==> config.mk <==
export PLATFORM = sky130hd
export DESIGN_NAME = sponge_ctrl_flat
export DESIGN_NICKNAME = d
export VERILOG_FILES = /design/src/rtl/sponge_ctrl_if.sv /design/src/rtl/sponge_ctrl.sv /design/src/flat_wrapper.sv
export SDC_FILE = /design/constraint.sdc
export NUM_CORES = 1
export LEC_CHECK = 0
export ABC_CLOCK_PERIOD_IN_PS = 1600
export CORE_ASPECT_RATIO = 1.1
export CORE_MARGIN = 10
export CORE_UTILIZATION = 46
export DETAILED_ROUTE_END_ITERATION = 7
export PLACE_DENSITY = 0.72
export SETUP_SLACK_MARGIN = 0.15
export SLEW_MARGIN = 20
export SYNTH_ARGS = -nofsm -noshare
export SYNTH_HDL_FRONTEND = slang
export SYNTH_SLANG_ARGS = --single-unit
==> constraint.sdc <==
create_clock -name clk -period 1.6 [get_ports clk]
set_input_delay 0.32 -clock clk [delete_from_list [all_inputs] [get_ports clk]]
set_output_delay 0.32 -clock clk [all_outputs]
set_load 0.1 [all_outputs]
==> src/rtl/sponge_ctrl_if.sv <==
// Control bundle between sponge_ctrl and the Keccak datapath / message source / digest sink.
// The master modport is the controller side; the perf counters exist only with SPONGE_CTRL_PERF_EN.
interface sponge_ctrl_if;
  logic       blk_valid;
  logic       blk_last;
  logic       blk_ready;
  logic       abort;
  logic       absorb_en;
  logic       flag_rounds_completed;
  logic       round_en;
  logic [4:0] round_idx;
  logic       state_clr;
  logic       digest_valid;
  logic       digest_ready;
  logic       busy;
`ifdef SPONGE_CTRL_PERF_EN
  logic [15:0] blk_count;
  logic [31:0] perm_cycles;
`endif

  modport master (
    input  blk_valid, blk_last, abort, digest_ready,
    output blk_ready, absorb_en, flag_rounds_completed, round_en, round_idx,
           state_clr, digest_valid, busy
`ifdef SPONGE_CTRL_PERF_EN
    , output blk_count, perm_cycles
`endif
  );

  modport slave (
    output blk_valid, blk_last, abort, digest_ready,
    input  blk_ready, absorb_en, flag_rounds_completed, round_en, round_idx,
           state_clr, digest_valid, busy
`ifdef SPONGE_CTRL_PERF_EN
    , input blk_count, perm_cycles
`endif
  );
endinterface

==> src/rtl/sponge_ctrl.sv <==
// Keccak-f[1600] sponge sequencer (SHA3-256); optional perf counters under SPONGE_CTRL_PERF_EN.
// Latency: absorb at handshake t, rounds t+1..t+NUM_ROUNDS/ROUNDS_PER_CYCLE, next state after that.
// Backpressure: blk_ready low while permuting or holding the digest; digest held until digest_ready.
module sponge_ctrl #(
  parameter int NUM_ROUNDS       = 24,
  parameter int ROUNDS_PER_CYCLE = 1
) (
  input logic          clk,
  input logic          rst_n,
  sponge_ctrl_if.master bus
);

  if ((NUM_ROUNDS % ROUNDS_PER_CYCLE) != 0 || NUM_ROUNDS > 31) begin : g_bad_cfg
    $error("sponge_ctrl: ROUNDS_PER_CYCLE must divide NUM_ROUNDS");
  end

  localparam logic [4:0] RPC      = 5'(ROUNDS_PER_CYCLE);
  localparam logic [4:0] LAST_IDX = 5'(NUM_ROUNDS - ROUNDS_PER_CYCLE);
  localparam logic [4:0] NR       = 5'(NUM_ROUNDS);

  typedef enum logic [1:0] {IDLE, WAIT_BLK, PERMUTE, DONE} state_t;

  state_t     state;
  logic [4:0] round_idx_q;
  logic       last_q;
  logic       blk_ready_q;
  logic       flag_q;
  logic       round_en_q;
  logic       digest_valid_q;
  logic       busy_q;

  logic       handshake;
  logic       consume;
  logic       round_en;
  logic       state_clr;

  // abort masks the datapath strobes in its own cycle
  assign handshake = bus.blk_valid & blk_ready_q & ~bus.abort;
  assign consume   = digest_valid_q & bus.digest_ready;
  assign round_en  = round_en_q & ~bus.abort;
  assign state_clr = bus.abort | consume;

  assign bus.blk_ready             = blk_ready_q;
  assign bus.flag_rounds_completed = flag_q;
  assign bus.absorb_en             = handshake;
  assign bus.round_en              = round_en;
  assign bus.round_idx             = round_idx_q;
  assign bus.state_clr             = state_clr;
  assign bus.digest_valid          = digest_valid_q;
  assign bus.busy                  = busy_q;

  always_ff @(posedge clk or negedge rst_n) begin
    if (!rst_n) begin
      state          <= IDLE;
      round_idx_q    <= '0;
      last_q         <= 1'b0;
      blk_ready_q    <= 1'b1;
      flag_q         <= 1'b1;
      round_en_q     <= 1'b0;
      digest_valid_q <= 1'b0;
      busy_q         <= 1'b0;
    end else if (bus.abort) begin
      state          <= IDLE;
      round_idx_q    <= '0;
      last_q         <= 1'b0;
      blk_ready_q    <= 1'b1;
      flag_q         <= 1'b1;
      round_en_q     <= 1'b0;
      digest_valid_q <= 1'b0;
      busy_q         <= 1'b0;
    end else begin
      case (state)
        IDLE, WAIT_BLK: begin
          if (handshake) begin
            state       <= PERMUTE;
            last_q      <= bus.blk_last;
            round_idx_q <= '0;
            blk_ready_q <= 1'b0;
            flag_q      <= 1'b0;
            round_en_q  <= 1'b1;
            busy_q      <= 1'b1;
          end
        end
        PERMUTE: begin
          if (round_idx_q == LAST_IDX) begin
            round_idx_q <= '0;
            round_en_q  <= 1'b0;
            flag_q      <= 1'b1;
            if (last_q) begin
              state          <= DONE;
              digest_valid_q <= 1'b1;
            end else begin
              state       <= WAIT_BLK;
              blk_ready_q <= 1'b1;
            end
          end else begin
            round_idx_q <= round_idx_q + RPC;
          end
        end
        DONE: begin
          if (bus.digest_ready) begin
            state          <= IDLE;
            digest_valid_q <= 1'b0;
            blk_ready_q    <= 1'b1;
            busy_q         <= 1'b0;
            last_q         <= 1'b0;
          end
        end
        default: state <= IDLE;
      endcase
    end
  end

`ifdef SPONGE_CTRL_PERF_EN
  logic [15:0] blk_count_q;
  logic [31:0] perm_cycles_q;

  always_ff @(posedge clk or negedge rst_n) begin
    if (!rst_n) begin
      blk_count_q   <= '0;
      perm_cycles_q <= '0;
    end else begin
      if (state_clr)
        blk_count_q <= '0;
      else if (handshake && blk_count_q != 16'hFFFF)
        blk_count_q <= blk_count_q + 16'd1;
      if (round_en)
        perm_cycles_q <= perm_cycles_q + 32'd1;
    end
  end

  assign bus.blk_count   = blk_count_q;
  assign bus.perm_cycles = perm_cycles_q;
`endif

  a_round_idx_range: assert property (@(posedge clk) disable iff (!rst_n)
    round_idx_q < NR);
  a_absorb_round_excl: assert property (@(posedge clk) disable iff (!rst_n)
    !(handshake && round_en));
  a_absorb_flag: assert property (@(posedge clk) disable iff (!rst_n)
    handshake |-> flag_q);

endmodule

==> src/flat_wrapper.sv <==
// flat-port wrapper written by rule: the top's interface ports become plain ports
module sponge_ctrl_flat 
#(
  parameter int NUM_ROUNDS       = 24,
  parameter int ROUNDS_PER_CYCLE = 1
)
  (clk, rst_n, bus_blk_valid, bus_blk_last, bus_abort, bus_digest_ready, bus_blk_ready, bus_absorb_en, bus_flag_rounds_completed, bus_round_en, bus_round_idx, bus_state_clr, bus_digest_valid, bus_busy);
  sponge_ctrl_if bus_i ();
  input logic clk;
  input logic rst_n;
  input wire logic [$bits(bus_i.blk_valid)-1:0] bus_blk_valid;
  input wire logic [$bits(bus_i.blk_last)-1:0] bus_blk_last;
  input wire logic [$bits(bus_i.abort)-1:0] bus_abort;
  input wire logic [$bits(bus_i.digest_ready)-1:0] bus_digest_ready;
  output wire logic [$bits(bus_i.blk_ready)-1:0] bus_blk_ready;
  output wire logic [$bits(bus_i.absorb_en)-1:0] bus_absorb_en;
  output wire logic [$bits(bus_i.flag_rounds_completed)-1:0] bus_flag_rounds_completed;
  output wire logic [$bits(bus_i.round_en)-1:0] bus_round_en;
  output wire logic [$bits(bus_i.round_idx)-1:0] bus_round_idx;
  output wire logic [$bits(bus_i.state_clr)-1:0] bus_state_clr;
  output wire logic [$bits(bus_i.digest_valid)-1:0] bus_digest_valid;
  output wire logic [$bits(bus_i.busy)-1:0] bus_busy;
  assign bus_i.blk_valid = bus_blk_valid;
  assign bus_i.blk_last = bus_blk_last;
  assign bus_i.abort = bus_abort;
  assign bus_i.digest_ready = bus_digest_ready;
  assign bus_blk_ready = bus_i.blk_ready;
  assign bus_absorb_en = bus_i.absorb_en;
  assign bus_flag_rounds_completed = bus_i.flag_rounds_completed;
  assign bus_round_en = bus_i.round_en;
  assign bus_round_idx = bus_i.round_idx;
  assign bus_state_clr = bus_i.state_clr;
  assign bus_digest_valid = bus_i.digest_valid;
  assign bus_busy = bus_i.busy;
  sponge_ctrl #(.NUM_ROUNDS(NUM_ROUNDS), .ROUNDS_PER_CYCLE(ROUNDS_PER_CYCLE)) u_core (.clk(clk), .rst_n(rst_n), .bus(bus_i));
endmodule
==> qor_table.md, run 1 <==
| Item | Reported | Unit |
|:---|:---|:---|
| Final nets | 109 | - |
| Total buffers and inverters traversed by the critical path | 1 | - |
| Critical Path Start Type | register | - |
| Fin Clk Skew | 0.004835 | ns |
| Post-layout minimum cycle time | 1.590 | ns |
| Type of the most critical hold path | input pin to asynchronous set/reset pin | - |
| CTS clock-pin slew for the worst setup and hold paths | 0.09 | ns |
| Status | complete, no violations | - |
| Delay contributed by the slowest stage of the critical path | 0.65 | ns |
| Utilization after layout | 86.24 | % |
| Final period util | 99.36 | % |
| Ports | 18 | - |
| Hold buffer count at cts | 0 | - |
| Routing usage on met1 | 15.35 | % |
| Share of final-layout standard cells stronger than drive strength 1 | 45.54 | % |
| Count of buffers from port buffering | 17 | - |
| Critical path class | register to primary output | - |
| Sinks on Clock Net | 13 | - |
| Synth Instances | 71 | - |
| Leakage power | 0.5143 | nW |
| Total Die Area | 3515 | um^2 |
| Overflow left after global routing | 0 | - |
| Crit-path cells | nand2_4 -> nor2_4 -> buf_12 | - |
| Routability-driven placement congestion ratio | 0.7947 | - |
| Total count of hold-check failures in the final report | 0 | - |
| Number of antenna diodes | 0 | - |
| CTS Buf Count | 3 | - |
| Final-layout worst hold slack | 0.3283 | ns |
| Post-Syn Nets | 78 | - |
| Number of antenna violations at the first check in global routing | 0 | - |
| Clock tree from TritonCTS | done | - |
| Total global routing track utilization | 13.05 | % |
| Detailed placer's ending HPWL | 1488 | um |
| Setup crit end kind | primary output | - |
| Yosys warning count | 0 | - |
| Maximum number of buffers from clock root to sink | 2 | - |
| FP Rows | 14 | - |
| Via density per instance | 6.034 | - |
| Pin count of the biggest net entering global routing | 15 | - |
| Layout area overhead | 72.49 | % |
| Busiest layer in global routing | met2 | - |
| Seq/Total Area, Yosys | 46.21 | % |
| Total number of vias | 706 | - |
| FMAX | 629.0 | MHz |
| Post-route DRC violation count | 0 | - |
| Root buffer selected by CTS | sky130_fd_sc_hd__clkbuf_4 | - |
| Number of setup violations in the final report | 0 | - |
| Number of standard cells in the final layout excluding fillers | 117 | - |
| Combined area of all synthesized cells | 709.4 | um^2 |
| Count of maximum capacitance violations | 0 | - |
| Setup repair after global routing missed its margin | yes | - |
| Worst slew margin relative to its limit | 80.48 | % |
| DRT Pass-1 Iters | 4 | - |
| Die H | 61.19 | um |
| Number of placed instances with taps included | 108 | - |
| Worst endpoint data arrival time | 1.27 | ns |
| Mean cell area of the mapped netlist | 9.992 | um^2 |
| FF+latch count, synth | 13 | - |
| Total Routed Length | 2201 | um |
| Number of global-route vias before repair | 694 | - |
| Slowest library cell on the worst path | sky130_fd_sc_hd__dfstp_4 | - |
| Number of DRC markers after the initial detailed-route iteration | 26 | - |
| Core box area | 1419 | um^2 |
| Fill cells | 75 | - |
| Power per cell area | 799.9 | nW/um^2 |
| Sequential cell area in the final layout | 345.3 | um^2 |
| Maximum VDD drop | 0.6750 | mV |
| Skew-Pair Late Insertion Delay | 0.29 | ns |
| Met2 capacity usage during global routing | 21.32 | % |
| Count of pins over their slew limit | 0 | - |
| Per-cell routed wire length | 18.81 | um |
| Sum of negative setup slack | 0 | ns |
| Largest fanout of any net on the critical path | 2 | - |
| Depth of the CTS H-tree | 1 | - |
| Antenna Violating Nets Remaining | 0 | - |
| Multi-input gate area in the final layout | 440.4 | um^2 |
| Number of distinct library cell variants in the gate-level netlist after synthesis | 34 | - |
| Chip Width | 57.45 | um |
| Initial core utilization | 50.00 | % |
| First-pass GRT wire length | 3553 | um |
| Measured slew at the worst slew-check pin | 0.2927 | ns |
| Top Family by Delay on Critical Path | flip-flops | - |
| Critical path data required time | 1.28 | ns |
| Met3 Track Usage GR | 4.115 | % |
-- worst register-to-register path, stage by stage (launching register included) --
cell                       delay, ns
sky130_fd_sc_hd__dfstp_4        0.65
sky130_fd_sc_hd__buf_4          0.14
sky130_fd_sc_hd__nand3b_1       0.12
sky130_fd_sc_hd__nor4bb_1       0.16
sky130_fd_sc_hd__or3_1          0.37
-- per-layer routing --
metal | part of all wire [%] | up-vias
li1 | - | 335
met1 | 43 | 348
met2 | 49 | 18
met3 | 6.0 | 5
met4 | 1.5 | 0
met5 | 0 | -
-- flip-flops by register name, indices dropped and copies added (netlist names) --
signal,cells
u_core.bus.round_idx,5
u_core.state,2
u_core.bus.blk_ready,1
u_core.bus.busy,1
u_core.bus.digest_valid,1
u_core.bus.flag_rounds_completed,1
u_core.last_q,1
u_core.round_en_q,1
-- where the power goes --
group	internal, mW	switching, mW	total (mW)
clock	0.0971	0.122	0.219
combinational	0.155	0.216	0.371
sequential	0.356	0.0324	0.388
total	0.608	0.371	0.979
-- through the flow --
stage          cell area [um^2]  total power, mW  worst slack, ns
3_3_place_gp               1127           0.7244         -0.08724
3_5_place_dp               1127           0.7306          -0.1137
4_1_cts                    1191           0.9661         0.004136
2_1_floorplan             783.3           0.5975          -0.2485
6_report                   1224           0.9788          0.01025
5_1_grt                    1224            1.013         -0.01412
-- worst paths after layout --
check | start | to | slack (ns) | cells past startpoint
worst max-delay path | u_core.bus.blk_ready | bus_absorb_en | 0.01 | 3
worst min-delay path | rst_n | u_core.round_en_q | 0.33 | 2
worst max register to register | u_core.bus.blk_ready | u_core.bus.round_idx[3] | 0.04 | 4
worst min register to register | u_core.bus.flag_rounds_completed | u_core.bus.flag_rounds_completed | 0.54 | 2
max in group asynchronous | rst_n | u_core.bus.flag_rounds_completed | 1.03 | 2
min in group clk | bus_digest_ready | u_core.bus.digest_valid | 0.53 | 3
-- cells in the mapped netlist --
library cell | number | area (um^2)
sky130_fd_sc_hd__dfrtp_1 | 11 | 275.3
sky130_fd_sc_hd__a21oi_1 | 5 | 25.02
sky130_fd_sc_hd__nand2_1 | 5 | 18.77
sky130_fd_sc_hd__nand3_1 | 5 | 25.02
sky130_fd_sc_hd__nor2_1 | 4 | 15.01
sky130_fd_sc_hd__nor2b_1 | 3 | 18.77
sky130_fd_sc_hd__nor3b_1 | 3 | 22.52
sky130_fd_sc_hd__a21o_1 | 2 | 15.01
sky130_fd_sc_hd__a2bb2oi_1 | 2 | 17.52
sky130_fd_sc_hd__a31oi_1 | 2 | 12.51
sky130_fd_sc_hd__clkbuf_1 | 2 | 7.510
sky130_fd_sc_hd__dfstp_2 | 2 | 52.55
sky130_fd_sc_hd__nand3b_1 | 2 | 15.01
sky130_fd_sc_hd__nand4b_1 | 2 | 17.52
sky130_fd_sc_hd__nor3_1 | 2 | 10.01
sky130_fd_sc_hd__a2111oi_0 | 1 | 8.760
sky130_fd_sc_hd__a211o_1 | 1 | 8.760
sky130_fd_sc_hd__a21boi_0 | 1 | 7.510
sky130_fd_sc_hd__a221o_1 | 1 | 10.01
sky130_fd_sc_hd__a22o_1 | 1 | 8.760
sky130_fd_sc_hd__a311oi_1 | 1 | 8.760
sky130_fd_sc_hd__and2b_1 | 1 | 7.510
sky130_fd_sc_hd__and3_1 | 1 | 6.260
sky130_fd_sc_hd__and4b_1 | 1 | 10.01
sky130_fd_sc_hd__buf_2 | 1 | 5.000
sky130_fd_sc_hd__clkbuf_2 | 1 | 5.000
sky130_fd_sc_hd__ha_1 | 1 | 12.51
sky130_fd_sc_hd__nor3b_2 | 1 | 12.51
sky130_fd_sc_hd__nor4_1 | 1 | 6.260
sky130_fd_sc_hd__nor4bb_1 | 1 | 10.01
sky130_fd_sc_hd__o311ai_0 | 1 | 8.760
sky130_fd_sc_hd__o32a_1 | 1 | 10.01
sky130_fd_sc_hd__or3_1 | 1 | 6.260
sky130_fd_sc_hd__or3b_1 | 1 | 8.760
-- cell type report --
class | count | area share [%]
multi-input cells | 54 | 35.99
repair buffers | 30 | 32.00
clock buffers | 4 | 2.147
well taps | 16 | 1.636
flip-flops and latches | 13 | 28.22
-- timing repair --
item / 4_1_cts / 5_1_grt
pin swaps: 3 / 2
endpoints found under the setup margin: 9 / 11
cloned: 0 / 0
setup buffers: 4 / 1
gates resized for setup: 7 / 4
endpoints found under the hold margin: 0 / 0
-- cell families (layout without fill, tap and decap cells) --
kind of cell | after synthesis | count (layout) | synth area share (%)
AOI/OAI and AO/OA | 19 | 19 | 19.93
buffers and inverters | 4 | 34 | 2.468
and+or+nand+nor | 34 | 34 | 29.63
adders and majority gates | 1 | 1 | 1.763
DFF | 13 | 13 | 46.21
-- placed cells by master, fill, tap and decap left out, drive strengths merged, types with 3 or more instances in the layout --
cell and count:
dfrtp 11, a21oi 5, nor3b 4, nor2b 3, nand2 5, nand3 5, nor2 4, buf 25
clkbuf 4, dlygate4sd2 3
Power figures use the tool's default switching activity.
==> run 2: changes to the inputs <==
--- a/config.mk
+++ b/config.mk
@@ -12,7 +12,8 @@
 export DETAILED_ROUTE_END_ITERATION = 7
 export PLACE_DENSITY = 0.72
 export SETUP_SLACK_MARGIN = 0.15
-export SLEW_MARGIN = 20
+export SKIP_CTS_REPAIR_TIMING = 1
+export SLEW_MARGIN = 25
 export SYNTH_ARGS = -nofsm -noshare
 export SYNTH_HDL_FRONTEND = slang
 export SYNTH_SLANG_ARGS = --single-unit
==> qor_table.md, run 2 (synthesized netlist as in run 1, its figures left out) <==
| Item | Reported | Unit | Change |
|:---|:---|:---|:---|
| Status | complete, but fails checks | - |  |
| Violated checks | setup timing | - |  |
| Post-route DRC violation count | 0 | - | unchanged |
| Per-cell routed wire length | 19.15 | um | +1.8% |
| Die H | 61.19 | um | unchanged |
| Number of antenna diodes | 0 | - | unchanged |
| Pin count of the biggest net entering global routing | 15 | - | unchanged |
| Detailed placer's ending HPWL | 1488 | um | unchanged |
| Final worst slack | -0.03216 | ns | -0.04241 ns |
| Critical path class | register to primary output | - |  |
| Skew-Pair Late Insertion Delay | 0.29 | ns | about the same |
| Number of global-route vias before repair | 680 | - | -2.0% |
| Clock tree from TritonCTS | done | - |  |
| CTS clock-pin slew for the worst setup and hold paths | 0.09 | ns | about the same |
| Root buffer selected by CTS | sky130_fd_sc_hd__clkbuf_4 | - |  |
| Count of maximum capacitance violations | 0 | - | unchanged |
| Number of setup violations in the final report | 1 | - | +1 |
| Placed cell area | 1127 | um^2 | unchanged |
| Routability-driven placement congestion ratio | 0.7947 | - | unchanged |
| Worst endpoint data arrival time | 1.31 | ns | +0.04 ns |
| Critical Path Start Type | register | - |  |
| Final-layout worst hold slack | 0.3270 | ns | -0.001292 ns |
| Final period util | 102.0 | % | +2.7 points |
| First-pass GRT wire length | 3284 | um | -7.6% |
| Initial core utilization | 50.00 | % | unchanged |
| Maximum VDD drop | 0.6343 | mV | -6.0% |
| CTS Buf Count | 3 | - | unchanged |
| Ports | 18 | - | unchanged |
| Number of antenna violations at the first check in global routing | 0 | - | unchanged |
| Post-layout minimum cycle time | 1.632 | ns | +0.04241 ns |
| Setup crit end kind | primary output | - |  |
| Number of DRC markers after the initial detailed-route iteration | 31 | - | +19% |
| Depth of the CTS H-tree | 1 | - | unchanged |
| Type of the most critical hold path | input pin to asynchronous set/reset pin | - |  |
| Maximum number of buffers from clock root to sink | 2 | - | unchanged |
| DRT Pass-1 Iters | 4 | - | unchanged |
| Worst slack at placement | -0.1137 | ns | unchanged |
| Sinks on Clock Net | 13 | - | unchanged |
| Total Die Area | 3515 | um^2 | unchanged |
| Antenna Violating Nets Remaining | 0 | - | unchanged |
| Largest fanout of any net on the critical path | 6 | - | +4 |
| FMAX | 612.7 | MHz | -2.6% |
| Setup repair after global routing missed its margin | yes | - |  |
| Post-route standard cell area excluding fillers | 1235 | um^2 | +0.92% |
| Core box area | 1419 | um^2 | unchanged |
| FP Rows | 14 | - | unchanged |
| Layout area overhead | 74.07 | % |  |
| Leakage power | 0.5375 | nW | +4.5% |
| Total count of hold-check failures in the final report | 0 | - | unchanged |
| Total Routed Length | 2240 | um | +1.8% |
| Count of pins over their slew limit | 0 | - | unchanged |
| Flip-flop count of the largest register, all copies and words added | 5 | - | unchanged |
| Count of buffers from port buffering | 17 | - | unchanged |
| Commonest non-fill, non-tap cell in the layout | sky130_fd_sc_hd__buf_12 | - |  |
| Worst slew margin relative to its limit | 78.09 | % | -2.4 points |
| Final nets | 109 | - | unchanged |
| Design Power | 977.0 | uW | -0.18% |
| Total global routing track utilization | 11.88 | % | -1.2 points |
| Measured slew at the worst slew-check pin | 0.3236 | ns | +0.03087 ns |
| Share of final-layout standard cells stronger than drive strength 1 | 47.52 | % | +2.0 points |
| Power per cell area | 791.1 | nW/um^2 | -1.1% |
| Chip Width | 57.45 | um | unchanged |
| Overflow left after global routing | 0 | - | unchanged |
| Commonest non-fill, non-tap cells in the layout | 12 x sky130_fd_sc_hd__buf_12, 10 x sky130_fd_sc_hd__buf_4, 5 x sky130_fd_sc_hd__nand3_1, 5 x sky130_fd_sc_hd__a21oi_1, 5 x sky130_fd_sc_hd__dfrtp_2 | - |  |
| Via density per instance | 6.188 | - | +2.5% |
| Fin Clk Skew | 0.004329 | ns | -0.0005055 ns |
| Critical path data required time | 1.28 | ns | about the same |
| Utilization after layout | 87.04 | % | +0.79 points |
| Total number of vias | 724 | - | +2.5% |
==> run 2: worst paths after layout <==
path / startpoint / endpoint / slack, ns / cells after the start
setup / recovery: u_core.bus.blk_ready / bus_absorb_en / -0.03 / 3
min in group clk: bus_digest_ready / u_core.bus.digest_valid / 0.43 / 3
setup reg to reg: u_core.bus.round_idx[0] / u_core.bus.round_idx[3] / 0.10 / 4
hold / removal: rst_n / u_core.round_en_q / 0.33 / 2
max in group asynchronous: rst_n / u_core.bus.flag_rounds_completed / 1.03 / 2
hold reg to reg: u_core.bus.flag_rounds_completed / u_core.bus.flag_rounds_completed / 0.55 / 2
==> run 2: report_power, final <==
part / switching, mW / internal [mW] / leakage, nW
Combinational: 0.213 / 0.155 / 0.364
Sequential: 0.0340 / 0.356 / 0.159
Clock: 0.122 / 0.0971 / 0.0150
Total: 0.369 / 0.608 / 0.538
==> run 2: worst max-delay path, cell delays in order (launching register included) <==
cell	delay [ns]
sky130_fd_sc_hd__dfstp_4	0.67
sky130_fd_sc_hd__nand2_4	0.08
sky130_fd_sc_hd__nor2_4	0.10
sky130_fd_sc_hd__buf_12	0.18
==> run 2: final cells by class <==
type	instances	area, um^2
tap	16	20.02
sequential	13	345.3
timing repair buffer	30	400.4
fill	72	183.9
clock buffer	4	26.28
multi-input combinational	54	442.9
==> run 2: per-layer routing <==
metal  track usage [%]  share of wire, %  wire [um]
met1             13.88                40        892
met2             18.56                51       1142
met3             4.115               7.1        160
met4             7.047               2.0         44
met5                 0                 0          0
==> run 2: stage by stage <==
stage          cells  TNS (ns)
2_1_floorplan     71   -0.5251
3_3_place_gp     108   -0.3325
3_5_place_dp     108   -0.5414
4_1_cts          112   -0.1830
5_1_grt          117  -0.06845
6_report         117  -0.03216
